[src/rtl/id_stage_pkg.sv]
// Shared RV64I decode definitions: widths, base opcodes, immediate formats and
// the ID/EX payload layout.
package id_stage_pkg;

    localparam int XLEN = 64;
    localparam int ILEN = 32;
    localparam int NREG = 32;

    localparam logic [6:0] OPC_LUI       = 7'b0110111;
    localparam logic [6:0] OPC_AUIPC     = 7'b0010111;
    localparam logic [6:0] OPC_JAL       = 7'b1101111;
    localparam logic [6:0] OPC_JALR      = 7'b1100111;
    localparam logic [6:0] OPC_BRANCH    = 7'b1100011;
    localparam logic [6:0] OPC_LOAD      = 7'b0000011;
    localparam logic [6:0] OPC_STORE     = 7'b0100011;
    localparam logic [6:0] OPC_OP_IMM    = 7'b0010011;
    localparam logic [6:0] OPC_OP        = 7'b0110011;
    localparam logic [6:0] OPC_MISC_MEM  = 7'b0001111;
    localparam logic [6:0] OPC_OP_IMM_32 = 7'b0011011;
    localparam logic [6:0] OPC_OP_32     = 7'b0111011;
    localparam logic [6:0] OPC_SYSTEM    = 7'b1110011;

    typedef enum logic [2:0] {
        IMM_NONE,
        IMM_I,
        IMM_S,
        IMM_B,
        IMM_U,
        IMM_J
    } imm_fmt_e;

    typedef struct packed {
        logic [XLEN-1:0] pc;
        logic [XLEN-1:0] op1;
        logic [XLEN-1:0] op2;
        logic [XLEN-1:0] imm;
        logic [4:0]      rd;
        logic            rd_we;
        logic [6:0]      opcode;
        logic [2:0]      funct3;
        logic [6:0]      funct7;
        logic            illegal;
    } idex_t;

    // FENCE and SYSTEM carry their fields in the I-type layout.
    function automatic imm_fmt_e imm_fmt(input logic [6:0] opc);
        case (opc)
            OPC_OP_IMM, OPC_OP_IMM_32, OPC_LOAD, OPC_JALR,
            OPC_MISC_MEM, OPC_SYSTEM:  return IMM_I;
            OPC_STORE:                 return IMM_S;
            OPC_BRANCH:                return IMM_B;
            OPC_LUI, OPC_AUIPC:        return IMM_U;
            OPC_JAL:                   return IMM_J;
            default:                   return IMM_NONE;
        endcase
    endfunction

    function automatic logic opc_legal(input logic [6:0] opc);
        return opc inside {OPC_LUI, OPC_AUIPC, OPC_JAL, OPC_JALR, OPC_BRANCH,
                           OPC_LOAD, OPC_STORE, OPC_OP_IMM, OPC_OP, OPC_MISC_MEM,
                           OPC_OP_IMM_32, OPC_OP_32, OPC_SYSTEM};
    endfunction

endpackage

[src/rtl/id_stage_if.sv]
// Fetch-to-decode and decode-to-execute handshake bundle. The slave modport is
// the decode stage's view; master is the surrounding pipeline's view.
interface id_stage_if;
    import id_stage_pkg::*;

    logic            if_valid;
    logic            if_ready;
    logic [XLEN-1:0] if_pc;
    logic [ILEN-1:0] if_instr;

    logic            ex_valid;
    logic            ex_ready;
    logic [XLEN-1:0] ex_pc;
    logic [XLEN-1:0] ex_op1;
    logic [XLEN-1:0] ex_op2;
    logic [XLEN-1:0] ex_imm;
    logic [4:0]      ex_rd;
    logic            ex_rd_we;
    logic [6:0]      ex_opcode;
    logic [2:0]      ex_funct3;
    logic [6:0]      ex_funct7;
    logic            ex_illegal;

    modport master (
        output if_valid, if_pc, if_instr, ex_ready,
        input  if_ready, ex_valid, ex_pc, ex_op1, ex_op2, ex_imm, ex_rd,
               ex_rd_we, ex_opcode, ex_funct3, ex_funct7, ex_illegal
    );

    modport slave (
        input  if_valid, if_pc, if_instr, ex_ready,
        output if_ready, ex_valid, ex_pc, ex_op1, ex_op2, ex_imm, ex_rd,
               ex_rd_we, ex_opcode, ex_funct3, ex_funct7, ex_illegal
    );

endinterface

[src/rtl/id_stage_imm_gen.sv]
// Combinational immediate extraction for all RV64I formats, sign-extended from
// instr[31]; opcodes without an immediate yield zero.
module id_stage_imm_gen
    import id_stage_pkg::*;
(
    input  logic [ILEN-1:0] instr,
    output logic [XLEN-1:0] imm
);

    always_comb begin
        imm = '0;
        case (imm_fmt(instr[6:0]))
            IMM_I: imm = {{52{instr[31]}}, instr[31:20]};
            IMM_S: imm = {{52{instr[31]}}, instr[31:25], instr[11:7]};
            IMM_B: imm = {{51{instr[31]}}, instr[31], instr[7], instr[30:25],
                          instr[11:8], 1'b0};
            IMM_U: imm = {{32{instr[31]}}, instr[31:12], 12'b0};
            IMM_J: imm = {{43{instr[31]}}, instr[31], instr[19:12], instr[20],
                          instr[30:21], 1'b0};
            default: imm = '0;
        endcase
    end

endmodule

[src/rtl/id_stage.sv]
// RV64I decode stage: drives regfile read addresses, tracks in-flight
// destinations in a busy-bit scoreboard and loads a single ID/EX register.
module id_stage
    import id_stage_pkg::*;
(
    input  logic            clk,
    input  logic            rst,
    id_stage_if.slave       bus,
    output logic [4:0]      rs1,
    output logic [4:0]      rs2,
    input  logic [XLEN-1:0] out1,
    input  logic [XLEN-1:0] out2,
    input  logic [4:0]      wb_rd,
    input  logic            wb_we,
    input  logic            flush
);

    logic [6:0]      opcode;
    logic [4:0]      rd;
    logic            legal;
    logic            uses_rs1;
    logic            uses_rs2;
    logic            rd_we;
    logic            hazard;
    logic            accept;
    logic [XLEN-1:0] imm;
    logic [NREG-1:0] busy_q;
    logic [NREG-1:0] busy_d;
    idex_t           idex_d;
    idex_t           idex_p1;
    logic            vld_p1;

    assign opcode = bus.if_instr[6:0];
    assign rd     = bus.if_instr[11:7];
    assign rs1    = bus.if_instr[19:15];
    assign rs2    = bus.if_instr[24:20];

    assign legal    = opc_legal(opcode);
    assign uses_rs1 = !(opcode inside {OPC_LUI, OPC_AUIPC, OPC_JAL});
    assign uses_rs2 = opcode inside {OPC_BRANCH, OPC_STORE, OPC_OP, OPC_OP_32};
    assign rd_we    = legal && !(opcode inside {OPC_BRANCH, OPC_STORE, OPC_MISC_MEM})
                      && (rd != 5'd0);

    // Scoreboard is read before this cycle's writeback clears it: no bypass.
    assign hazard = (uses_rs1 && busy_q[rs1]) || (uses_rs2 && busy_q[rs2])
                    || (rd_we && busy_q[rd]);

    assign bus.if_ready = (!vld_p1 || bus.ex_ready) && !hazard && !flush && !rst;
    assign accept       = bus.if_valid && bus.if_ready;

    id_stage_imm_gen u_imm_gen (
        .instr (bus.if_instr),
        .imm   (imm)
    );

    always_comb begin
        idex_d         = '0;
        idex_d.pc      = bus.if_pc;
        idex_d.op1     = (rs1 == 5'd0) ? '0 : out1;
        idex_d.op2     = (rs2 == 5'd0) ? '0 : out2;
        idex_d.imm     = imm;
        idex_d.rd      = rd;
        idex_d.rd_we   = rd_we;
        idex_d.opcode  = opcode;
        idex_d.funct3  = bus.if_instr[14:12];
        idex_d.funct7  = bus.if_instr[31:25];
        idex_d.illegal = !legal;
    end

    // Clears first so a same-index set in the same cycle takes priority.
    always_comb begin
        busy_d = busy_q;
        if (wb_we && (wb_rd != 5'd0)) busy_d[wb_rd] = 1'b0;
        if (flush && vld_p1 && idex_p1.rd_we) busy_d[idex_p1.rd] = 1'b0;
        if (accept && rd_we) busy_d[rd] = 1'b1;
        busy_d[0] = 1'b0;
    end

    always_ff @(posedge clk) begin
        if (rst) busy_q <= '0;
        else     busy_q <= busy_d;
    end

    // ID/EX boundary (p1)
    always_ff @(posedge clk) begin
        if (rst) begin
            vld_p1  <= 1'b0;
            idex_p1 <= '0;
        end else if (flush) begin
            vld_p1  <= 1'b0;
        end else if (accept) begin
            vld_p1  <= 1'b1;
            idex_p1 <= idex_d;
        end else if (bus.ex_ready) begin
            vld_p1  <= 1'b0;
        end
    end

    assign bus.ex_valid   = vld_p1;
    assign bus.ex_pc      = idex_p1.pc;
    assign bus.ex_op1     = idex_p1.op1;
    assign bus.ex_op2     = idex_p1.op2;
    assign bus.ex_imm     = idex_p1.imm;
    assign bus.ex_rd      = idex_p1.rd;
    assign bus.ex_rd_we   = idex_p1.rd_we;
    assign bus.ex_opcode  = idex_p1.opcode;
    assign bus.ex_funct3  = idex_p1.funct3;
    assign bus.ex_funct7  = idex_p1.funct7;
    assign bus.ex_illegal = idex_p1.illegal;

endmodule
[src/flat_wrapper.sv]
// flat-port wrapper written by rule: the top's interface ports become plain ports
module id_stage_flat import id_stage_pkg::*;
  (clk, rst, rs1, rs2, out1, out2, wb_rd, wb_we, flush, bus_if_valid, bus_if_pc, bus_if_instr, bus_ex_ready, bus_if_ready, bus_ex_valid, bus_ex_pc, bus_ex_op1, bus_ex_op2, bus_ex_imm, bus_ex_rd, bus_ex_rd_we, bus_ex_opcode, bus_ex_funct3, bus_ex_funct7, bus_ex_illegal);
  id_stage_if bus_i ();
  input  logic clk;
  input  logic rst;
  output logic [4:0] rs1;
  output logic [4:0] rs2;
  input  logic [XLEN-1:0] out1;
  input  logic [XLEN-1:0] out2;
  input  logic [4:0] wb_rd;
  input  logic wb_we;
  input  logic flush;
  input wire logic [$bits(bus_i.if_valid)-1:0] bus_if_valid;
  input wire logic [$bits(bus_i.if_pc)-1:0] bus_if_pc;
  input wire logic [$bits(bus_i.if_instr)-1:0] bus_if_instr;
  input wire logic [$bits(bus_i.ex_ready)-1:0] bus_ex_ready;
  output wire logic [$bits(bus_i.if_ready)-1:0] bus_if_ready;
  output wire logic [$bits(bus_i.ex_valid)-1:0] bus_ex_valid;
  output wire logic [$bits(bus_i.ex_pc)-1:0] bus_ex_pc;
  output wire logic [$bits(bus_i.ex_op1)-1:0] bus_ex_op1;
  output wire logic [$bits(bus_i.ex_op2)-1:0] bus_ex_op2;
  output wire logic [$bits(bus_i.ex_imm)-1:0] bus_ex_imm;
  output wire logic [$bits(bus_i.ex_rd)-1:0] bus_ex_rd;
  output wire logic [$bits(bus_i.ex_rd_we)-1:0] bus_ex_rd_we;
  output wire logic [$bits(bus_i.ex_opcode)-1:0] bus_ex_opcode;
  output wire logic [$bits(bus_i.ex_funct3)-1:0] bus_ex_funct3;
  output wire logic [$bits(bus_i.ex_funct7)-1:0] bus_ex_funct7;
  output wire logic [$bits(bus_i.ex_illegal)-1:0] bus_ex_illegal;
  assign bus_i.if_valid = bus_if_valid;
  assign bus_i.if_pc = bus_if_pc;
  assign bus_i.if_instr = bus_if_instr;
  assign bus_i.ex_ready = bus_ex_ready;
  assign bus_if_ready = bus_i.if_ready;
  assign bus_ex_valid = bus_i.ex_valid;
  assign bus_ex_pc = bus_i.ex_pc;
  assign bus_ex_op1 = bus_i.ex_op1;
  assign bus_ex_op2 = bus_i.ex_op2;
  assign bus_ex_imm = bus_i.ex_imm;
  assign bus_ex_rd = bus_i.ex_rd;
  assign bus_ex_rd_we = bus_i.ex_rd_we;
  assign bus_ex_opcode = bus_i.ex_opcode;
  assign bus_ex_funct3 = bus_i.ex_funct3;
  assign bus_ex_funct7 = bus_i.ex_funct7;
  assign bus_ex_illegal = bus_i.ex_illegal;
  id_stage u_core (.clk(clk), .rst(rst), .bus(bus_i), .rs1(rs1), .rs2(rs2), .out1(out1), .out2(out2), .wb_rd(wb_rd), .wb_we(wb_we), .flush(flush));
endmodule
[config.mk]
export PLATFORM = sky130hd
export DESIGN_NAME = id_stage_flat
export DESIGN_NICKNAME = d
export VERILOG_FILES = /design/src/rtl/id_stage_pkg.sv /design/src/rtl/id_stage_if.sv /design/src/rtl/id_stage_imm_gen.sv /design/src/rtl/id_stage.sv /design/src/flat_wrapper.sv
export SDC_FILE = /design/constraint.sdc
export NUM_CORES = 1
export LEC_CHECK = 0
export BUFFER_PORTS_ARGS = -buffer_cell sky130_fd_sc_hd__buf_2
export CORE_AREA = 2 2 202 204
export CTS_BUF_LIST = sky130_fd_sc_hd__clkbuf_4 sky130_fd_sc_hd__clkbuf_8 sky130_fd_sc_hd__clkbuf_16
export CTS_CLUSTER_SIZE = 8
export DETAILED_ROUTE_END_ITERATION = 6
export DIE_AREA = 0 0 204 206
export PLACE_DENSITY = 0.67
export SLEW_MARGIN = 20
export SYNTH_ARGS = -nofsm -noshare
export SYNTH_HDL_FRONTEND = slang
export SYNTH_SLANG_ARGS = --single-unit
[constraint.sdc]
create_clock -name clk -period 4.8 [get_ports clk]
set_input_delay 0.72 -clock clk [delete_from_list [all_inputs] [get_ports clk]]
set_output_delay 0.72 -clock clk [all_outputs]
set_load 0.02 [all_outputs]
==> results.md, run 1 <==
- Run status: finished, final reports clean
- Measured slew at the worst slew-check pin: 1100 ps
- Final Hold Violating Endpoints: 0
- GRT Resource Usage Total: 22.3%
- Worst r2r src: u_core.busy_q[27]
- Routed Antenna Nets: 0
- Crit share post-route: 79.8%
- GRT overflow: 0
- Resize count post-CTS: 0
- Fin crit period: 3830 ps
- Area post-placement: about 16000 um2
- DR vias: 13760
- Die width: 204 um
- Core area: 40200 um2
- Max-slew violation total from the final report: 0
- First DRT Iteration DRCs: approximately 1100
- Final nets: 2167
- Clk_skew: between 15 and 20 ps
- IO Port Bufs: 526
- Peak supply drop: 291 uV
- Total CTS buffers: just over 40
- Total of warnings raised by yosys: 0
- R2R cell count: 7
- CTS root buffer: clkbuf_16
- Max-Slew Margin vs Limit: around a quarter
- Fraction of registers with async set/reset: 0%
- Die footprint: 42000 um2
- Row cnt: 74
- Final setup vio count: 0
- Die Y-Extent: 206 um
- Post-CTS Hold Buffers: 0
- Leakage: between 7 and 8 nW
- MaxCap Viol Count: 0
- Final setup TNS: 0 ps
- Syn_nets: roughly 1800
- Post-DP HPWL: ~35 mm
- Clk buf depth: 3
- Setup bufs post-CTS: 0
- Synth Area per Inst: ~8.4 um2
- Worst Hold Class: primary input to register
- Routed len/inst: 20.0 um
- Wirelength, routed: 49.3 mm
- DRC: 0
- 1st-pass router iterations: 5
- Gpl congestion: 0.874
- DR vias/cell: ~5.6
- Post-Syn Area: 13000 um2
- First-pass GRT wire length: 74.3 mm
- Synthesis-to-finish area growth: 28.6%
- Crit path DAT: 3110 ps
- # IOs: 527
- RSZ-0062 raised after global routing: false
- Worst hold slack: 425 ps
- Max Clk Rate: 0.261 GHz
- Synthesized netlist cell count: about 1600
- Power per cell area: 343 nW/um2
- CP startpoint: bus_if_instr[8]
- Worst-path maximum fanout: between 50 and 60
- Distinct cell type count after synthesis: 60
- CTS H-tree depth: 2
- Layout cells sized above 1: 40.0%
- Flop-to-flop setup slack: 1640 ps
- Reg clk slew, reported paths: 60 ps
- CP Class: primary input to output port
- Vias in the first global route: 13173
- Largest net degree at the start of global routing: about 110
- Sequential area share after synthesis: 43.0%
- Initial antenna violation count: 4
- #FFs+latches synth: 280
- Critical Path Start Type: primary input
- Starting density of the core: 32.5%
- Finished Cell Area: 16800 um2
- Skew-Pair Late Insertion Delay: roughly 550 ps
- Crit end category: output port
- R2r endpoint: u_core.bus.ex_imm[62]
- CTS Sinks: 280
- Prevailing post-synth register cell: dfxtp_1
- EDFF count, synth: 0
- CTS tree: built
- Setup crit end: bus_if_ready
- Worst EP required: 4080 ps
## cell families (layout without fill, tap and decap cells)
group,count (synthesis),in the layout,share of synthesized area [%]
flip-flops,280,280,43.0
buffers and inverters,227,612,8.00
AND/OR/NAND/NOR,538,538,20.0
other,0,4,0
XOR/XNOR,2,2,0.134
AO/OA/AOI/OAI,469,469,25.0
multiplexers,36,36,3.91
## through the flow
| stage | setup slack [ps] | std cells | power (mW) | utilization, % |
|---|---|---|---|---|
| finish | 972 | 2473 | 5.75 | 41.7 |
| global route | 843 | 2473 | 5.96 | 41.7 |
| CTS | 953 | 2468 | 5.79 | 41.6 |
| detailed placement | 805 | 2420 | 3.24 | 38.9 |
| global placement | 865 | 2420 | 3.23 | 38.9 |
| floorplan | 1060 | 1552 | 2.93 | - |
## flip-flops by register name (all words and copies together) (netlist names), 5 cells and up
signal                count
u_core.busy_q            31
u_core.bus.ex_pc         64
u_core.bus.ex_opcode      7
u_core.bus.ex_imm        32
u_core.bus.ex_rd          5
u_core.bus.ex_op1        64
u_core.bus.ex_funct7      7
u_core.bus.ex_op2        64
## worst max-delay path, cell delays in order
cell	delay, ps
buf_2	360
mux2_2	380
a221oi_1	410
nor4_1	120
o21a_1	180
a22o_4	470
nor2_1	250
buf_2	200
## how the worst min path moves through the flow
stage                     slack [ps]                   end                 start  cells past startpoint
after floorplan                  470     u_core.busy_q[16]     u_core.busy_q[16]                      2
after global routing             410  u_core.bus.ex_pc[10]         bus_if_pc[10]                      3
after detailed placement         460  u_core.bus.ex_pc[10]  u_core.bus.ex_pc[10]                      2
final                            430  u_core.bus.ex_pc[51]         bus_if_pc[51]                      3
after global placement           460  u_core.bus.ex_pc[51]  u_core.bus.ex_pc[51]                      2
after CTS                        390  u_core.bus.ex_pc[51]         bus_if_pc[51]                      3
## final cells by class
type                    instances  area, um2
diodes                          4       10.0
clock buffers                  45       1060
clock inverters                 3       22.5
fillers                      4004      23400
inverters                      15       58.8
multi-input cells            1045       6450
flip-flops and latches        280       5610
well taps                     532        666
repair buffers                549       2890
## routing by layer
| metal | share of wire (%) | vias up | track usage [%] | wire length [um] |
|---|---|---|---|---|
| li1 | - | 6446 | - | - |
| met1 | 40 | 6566 | 26.9 | 19600 |
| met2 | 48 | 657 | 36.8 | 23600 |
| met3 | 9.1 | 91 | 6.32 | 4470 |
| met4 | 3.3 | 0 | 10.4 | 1640 |
| met5 | 0 | - | 0 | 0 |
## synthesized netlist by cell type (6+ instances only)
cell | count | area [um2]
or2_2 | 7 | 43.8
nand3b_1 | 8 | 60.1
a211oi_1 | 16 | 120
a2bb2oi_1 | 6 | 52.6
nor2_1 | 19 | 71.3
mux2i_1 | 15 | 150
nand2_1 | 181 | 679
a311oi_1 | 6 | 52.6
a2111oi_0 | 6 | 52.6
o21ai_0 | 93 | 465
a21oi_1 | 118 | 591
buf_2 | 24 | 120
clkbuf_1 | 136 | 510
buf_4 | 43 | 323
nand3_1 | 96 | 480
mux4_2 | 11 | 248
o22ai_1 | 10 | 62.6
o2111ai_1 | 18 | 158
o41ai_1 | 31 | 272
or3_1 | 12 | 75.1
o211ai_1 | 6 | 45.0
nand4_1 | 16 | 100
nand2b_1 | 9 | 56.3
dfxtp_1 | 280 | 5610
buf_1 | 9 | 33.8
a31o_2 | 134 | 1170
inv_1 | 14 | 52.6
mux2_2 | 9 | 101
nor2b_1 | 8 | 50.1
nor3_1 | 157 | 786
## layout by cell type (no fill, tap or decap), types with 6 or more instances in the layout
cell type / n
buf_4: 17
nor3_1: 157
mux2i_1: 15
dfxtp_1: 280
nand3b_1: 8
a2111oi_0: 6
o2111ai_1: 18
o22ai_1: 10
or2_2: 7
nand3_1: 96
a311oi_1: 6
a211oi_1: 16
mux4_2: 11
a2bb2oi_1: 6
or3_1: 12
mux2_2: 9
a31o_2: 134
a21oi_1: 116
clkbuf_16: 41
o21ai_0: 93
buf_2: 525
inv_1: 14
o211ai_1: 6
nand4_1: 16
nand2b_1: 9
o41ai_1: 31
nor2b_1: 8
nand2_1: 180
nor2_1: 19
## where the power goes
| group | switching (mW) | internal [mW] | leakage, nW | total [mW] |
|---|---|---|---|---|
| Combinational | 0.504 | 0.253 | 4.44 | 0.756 |
| Clock | 1.01 | 1.54 | 0.539 | 2.55 |
| Sequential | 0.0409 | 2.40 | 2.27 | 2.44 |
| Total | 1.55 | 4.19 | 7.25 | 5.75 |
Note: power is estimated with default switching activity, not from simulation.
==> run 2, diff against run 1 <==
- CORE_AREA: 2 2 202 204 -> 2 2 203 205
- DIE_AREA: 0 0 204 206 -> 0 0 205 207
- PLACE_DENSITY: 0.67 -> 0.69
- clock period: 4.8 -> 3.05 ns (I/O delays scaled with it)
==> results.md, run 2 (synthesis results as in run 1) <==
- CP startpoint: u_core.busy_q[1]
- DRC: 2
- Sequential share of power: slightly above 40%
- Crit end category: output port
- Total CTS buffers: 42
- Measured slew at the worst slew-check pin: 942 ps
- Layout cells sized above 1: a little over two fifths
- Setup crit end: bus_if_ready
- Final nets: roughly 2300
- DR vias: 14409
- Slowest stage cell, crit path: a221oi_1
- DR vias/cell: 5.61
- Power per cell area: approximately 530 nW/um2
- Commonest non-fill, non-tap cell in the layout: buf_2
- Net Sw Frac: 26.9%
- Skew-Pair Late Insertion Delay: 550 ps
- CTS root buffer: clkbuf_16
- Worst-path maximum fanout: 3
- Critical Path Start Type: register
- CP Class: register to output port
- Fin crit period: 2980 ps
- Leakage: 7.89 nW
- CTS tree: built
- Max-slew violation total from the final report: 0
- Antenna Cells: 0
- Flop-to-flop setup slack: 200 ps
- NetSw: 2.55 mW
- Die Y-Extent: 207 um
- Vias in the first global route: 13517
- P_int: 6.94 mW
- RSZ-0062 raised after global routing: false
- 1st-pass router iterations: 7
- Initial antenna violation count: 0
- Max Clk Rate: 0.335 GHz
- Filler Cells Inserted: 3893
- Worst Hold Class: primary input to register
- Largest net degree at the start of global routing: approximately 110
- IO Port Bufs: 526
- Worst EP required: roughly 2600 ps
- Power Total: roughly 9.5 mW
- CTS Sinks: 280
- Reg clk slew, reported paths: roughly 50 ps
- Post-CTS Hold Buffers: 0
- CTS H-tree depth: 2
- Crit share post-route: 97.7%
- Wirelength, routed: 51.0 mm
- CP max stage delay: 420 ps
- R2R cell count: 10
- Starting density of the core: between 30% and 40%
- Sequence of cells on the critical path: buf_4 -> mux2_2 -> a221oi_1 -> nor4_1 -> o21a_1 -> a22o_4 -> nor2_4 -> buf_6
- GRT Resource Usage Total: 22.9%
- GRT overflow: 0
- Row cnt: 74
- # IOs: 527
- First DRT Iteration DRCs: 1399
- Synthesis-to-finish area growth: 37.8%
- Routed len/inst: 19.9 um
- Gpl congestion: 0.894
- Crit path DAT: 2520 ps
- MaxCap Viol Count: 0
- Core area: 40400 um2
- Peak supply drop: between 300 and 400 uV
- Post-DP HPWL: 37.2 mm
- Final setup vio count: 0
- Clock power share: 45.4%
- Die width: between 200 and 250 um
- Failing checks: design-rule violations
- Max-Slew Margin vs Limit: between 30% and 40%
- Run status: complete, but fails checks
- First-pass GRT wire length: 77.5 mm
- Worst r2r src: u_core.busy_q[27]
- Clk buf depth: 3
- Final Hold Violating Endpoints: 0
- Die footprint: about 42000 um2
- Logic gate share of total power: 14.1%
- Worst hold slack: 148 ps
- Most frequent cells in the layout: buf_2, dfxtp_1, nand2_1
- R2r endpoint: u_core.bus.ex_imm[21]
- Clk_skew: ~18 ps
- Routed Antenna Nets: 0
-- run 2: metrics by stage --
step	util [%]	worst slack, ps	cells	TNS (ps)	area (um2)
after global routing	44.5	0.215	2567	0	18000
after floorplan	-	7.91	1552	0	13100
after CTS	44.5	5.59	2569	0	18000
after global placement	41.4	-174	2515	-23390	16700
after detailed placement	41.4	-204	2515	-21900	16700
final	44.5	68.7	2567	0	18000
-- run 2: layer usage --
| metal | part of all wire, % | track usage, % |
|---|---|---|
| met5 | 0 | 0 |
| met4 | 3.1 | 8.24 |
| met3 | 9.3 | 5.96 |
| met2 | 47 | 37.8 |
| met1 | 40 | 28.7 |
-- run 2: how the worst min path moves through the flow --
stage                                        from                      end  slack (ps)  cells past startpoint
after floorplan                 u_core.busy_q[16]        u_core.busy_q[16]         470                      2
after global placement       u_core.bus.ex_pc[51]     u_core.bus.ex_pc[51]         460                      2
after detailed placement  u_core.bus.ex_funct7[5]  u_core.bus.ex_funct7[5]         460                      2
after CTS                           bus_if_pc[63]     u_core.bus.ex_pc[63]         110                      3
after global routing                 bus_if_pc[3]      u_core.bus.ex_pc[3]         130                      3
final                               bus_if_pc[63]     u_core.bus.ex_pc[63]         150                      3
-- run 2: final cells by class --
class / count / area [um2] / area share, %
Inverter: 15 / 61.3 / 0.341
Clock inverter: 4 / 70.1 / 0.390
Timing Repair Buffer: 643 / 3920 / 21.8
Sequential cell: 280 / 5610 / 31.2
Multi-Input combinational cell: 1046 / 6530 / 36.3
Tap cell: 532 / 666 / 3.70
Clock buffer: 47 / 1120 / 6.26
-- run 2: power by group through the flow --
stage	registers, mW	logic, mW	clock network (mW)
finish	3.84	1.34	4.31
global route	3.85	1.44	4.53
CTS	3.84	1.33	4.40
detailed placement	3.91	1.32	0
global placement	3.91	1.31	0
floorplan	4.04	0.577	0
-- run 2: what timing repair did --
action	4_1_cts	5_1_grt
gates resized for setup	7	5
cloned	1	0
setup buffers	2	0
setup endpoints to repair	1	4
pin swaps	5	4
-- run 2: worst max-delay path, delay by kind of cell (launching register included) --
family	cells	cell delay, ps
AOI/OAI and AO/OA	3	920
DFF	1	310
buffers and inverters	2	260
muxes	1	260
and+or+nand+nor	2	220
==> run 3, diff against run 2 <==
- BUFFER_PORTS_ARGS: -buffer_cell sky130_fd_sc_hd__buf_2 -> default
- CORE_AREA: 2 2 203 205 -> 2 2 205 207
- DIE_AREA: 0 0 205 207 -> 0 0 207 209
- DONT_BUFFER_PORTS: default -> 1
- HOLD_SLACK_MARGIN: default -> 0.08
- PLACE_DENSITY: 0.69 -> 0.56
- clock period: 3.05 -> 2.4 ns (I/O delays scaled with it)
==> results.md, run 3 (synthesis results as in run 1) <==
- Clk_skew: about 18 ps
- Reg clk slew, reported paths: 60 ps
- Die Y-Extent: between 200 and 250 um
- Finished Cell Area: 21400 um2
- IO Port Bufs: 0
- GRT overflow: 0
- # IOs: approximately 530
- P_int: about 9.1 mW
- Final nets: between 1500 and 2000
- DRC: 0
- Row cnt: 75
- Crit path DAT: 2520 ps
- Vias in the first global route: 14240
- GRT Resource Usage Total: 28.1%
- Run status: complete, but fails checks
- CP Class: register to output port
- Crit share post-route: 120%
- 1st-pass router iterations: 6
- Final setup margin: -475 ps
- DR vias/cell: 6.18
- DR vias: 14174
- MaxCap Viol Count: 0
- Measured slew at the worst slew-check pin: 1200 ps
- Worst r2r src: u_core.busy_q[8]
- Peak supply drop: 573 uV
- Die width: 207 um
- Max Clk Rate: 0.348 GHz
- Flop-to-flop setup slack: -450 ps
- CTS Sinks: 280
- Crit end category: output port
- Core area: 41300 um2
- Leakage: 8.06 nW
- Clk buf depth: 3
- Worst-path maximum fanout: 3
- RSZ-0062 raised after global routing: true
- R2R cell count: 13
- CTS H-tree depth: 2
- Sequential share of power: 40.6%
- Worst EP required: just over 2000 ps
- Largest net degree at the start of global routing: between 100 and 150
- Net Sw Frac: 28.2%
- Logic gate share of total power: between 10% and 20%
- Synthesis-to-finish area growth: 64.1%
- CTS tree: built
- CTS root buffer: clkbuf_16
- Gpl congestion: 0.878
- Routed len/inst: 28.6 um
- Initial antenna violation count: 1
- Fin crit period: 2880 ps
- NetSw: 3.57 mW
- Critical Path Start Type: register
- Failing checks: negative setup slack
- Max-Slew Margin vs Limit: 19.7%
- Post-DP HPWL: between 30 and 40 mm
- Starting density of the core: 31.6%
- Worst Hold Class: primary input to register
- CP startpoint: u_core.busy_q[8]
- Total CTS buffers: 41
- Max-slew violation total from the final report: 0
- First DRT Iteration DRCs: 1285
- Area post-placement: 14500 um2
- First-pass GRT wire length: 93.0 mm
- Die footprint: 43300 um2
- Layout cells sized above 1: about two fifths
- Pre-CTS setup slack: -407 ps
- Setup crit end: bus_if_ready
- Skew-Pair Late Insertion Delay: 550 ps
- Most frequent cells in the layout: dfxtp_1, nand2_1, dlygate4sd3_1
- HP Start: out1[15]
- Final Hold Violating Endpoints: 0
- Final setup vio count: 281
- Commonest non-fill, non-tap cell in the layout: dfxtp_1
- Power per cell area: a little under 600 nW/um2
- Clock power share: between 40% and 50%
- Routed Antenna Nets: 0
- R2r endpoint: u_core.bus.ex_pc[41]
- Wirelength, routed: 65.7 mm
run 3: how the worst min path moves through the flow:
stage | end | slack (ps) | cells after the start
after floorplan | u_core.busy_q[16] | 470 | 2
after global placement | u_core.bus.ex_rd[3] | 470 | 1
after detailed placement | u_core.bus.ex_rd[4] | 470 | 1
after CTS | u_core.bus.ex_op1[10] | 80 | 3
after global routing | u_core.bus.ex_op2[31] | 120 | 3
final | u_core.bus.ex_op1[15] | 100 | 3
run 3: stage by stage:
step	std cells	utilization, %	power (mW)	hold slack [ps]	TNS (ps)
after global routing	2295	51.8	13.0	115	-113120
after detailed placement	2011	35.1	6.25	469	-70910
after global placement	2011	35.1	6.23	467	-59920
final	2295	51.8	12.6	96.7	-97950
after floorplan	1552	-	5.96	467	-45000
after CTS	2273	48.6	12.5	80.0	-102280
run 3: area by class of cell:
class | instances | area [um2]
clock inverter | 2 | 13.8
inverter | 15 | 61.3
clock buffer | 47 | 1120
timing repair buffer | 365 | 5060
multi-input combinational | 1046 | 8850
antenna | 1 | 2.50
fill | 3499 | 19900
sequential | 280 | 5620
tap | 539 | 674
run 3: worst max-delay path, cell delays in order, from the launching register on:
cell and delay, ps:
dfxtp_1 320, buf_4 140, mux4_2 490, o22ai_4 210
nor4_2 50, o21a_1 160, a22o_4 270, buf_12 130
nor2_4 190
run 3: power by group through the flow:
stage	logic (mW)	registers (mW)	clock network, mW
2_1_floorplan	0.823	5.13	0
5_1_grt	2.23	5.14	5.63
3_3_place_gp	1.03	5.21	0
4_1_cts	1.93	5.12	5.48
3_5_place_dp	1.04	5.20	0
6_report	2.13	5.13	5.37
run 3: layer usage:
metal / global-route usage, % / up-vias / wire length (um)
li1: - / 6148 / -
met1: 32.0 / 6912 / 23900
met2: 46.7 / 899 / 31600
met3: 9.24 / 215 / 6650
met4: 15.2 / 0 / 3670
met5: 0 / - / 0
run 3: timing repair:
action	in CTS	in global routing
hold buffers	118	0
resized for setup	354	157
gates cloned	45	16
pin swaps	115	69
endpoints found under the hold margin	147	0
setup buffers	50	9
setup endpoints to repair	281	281
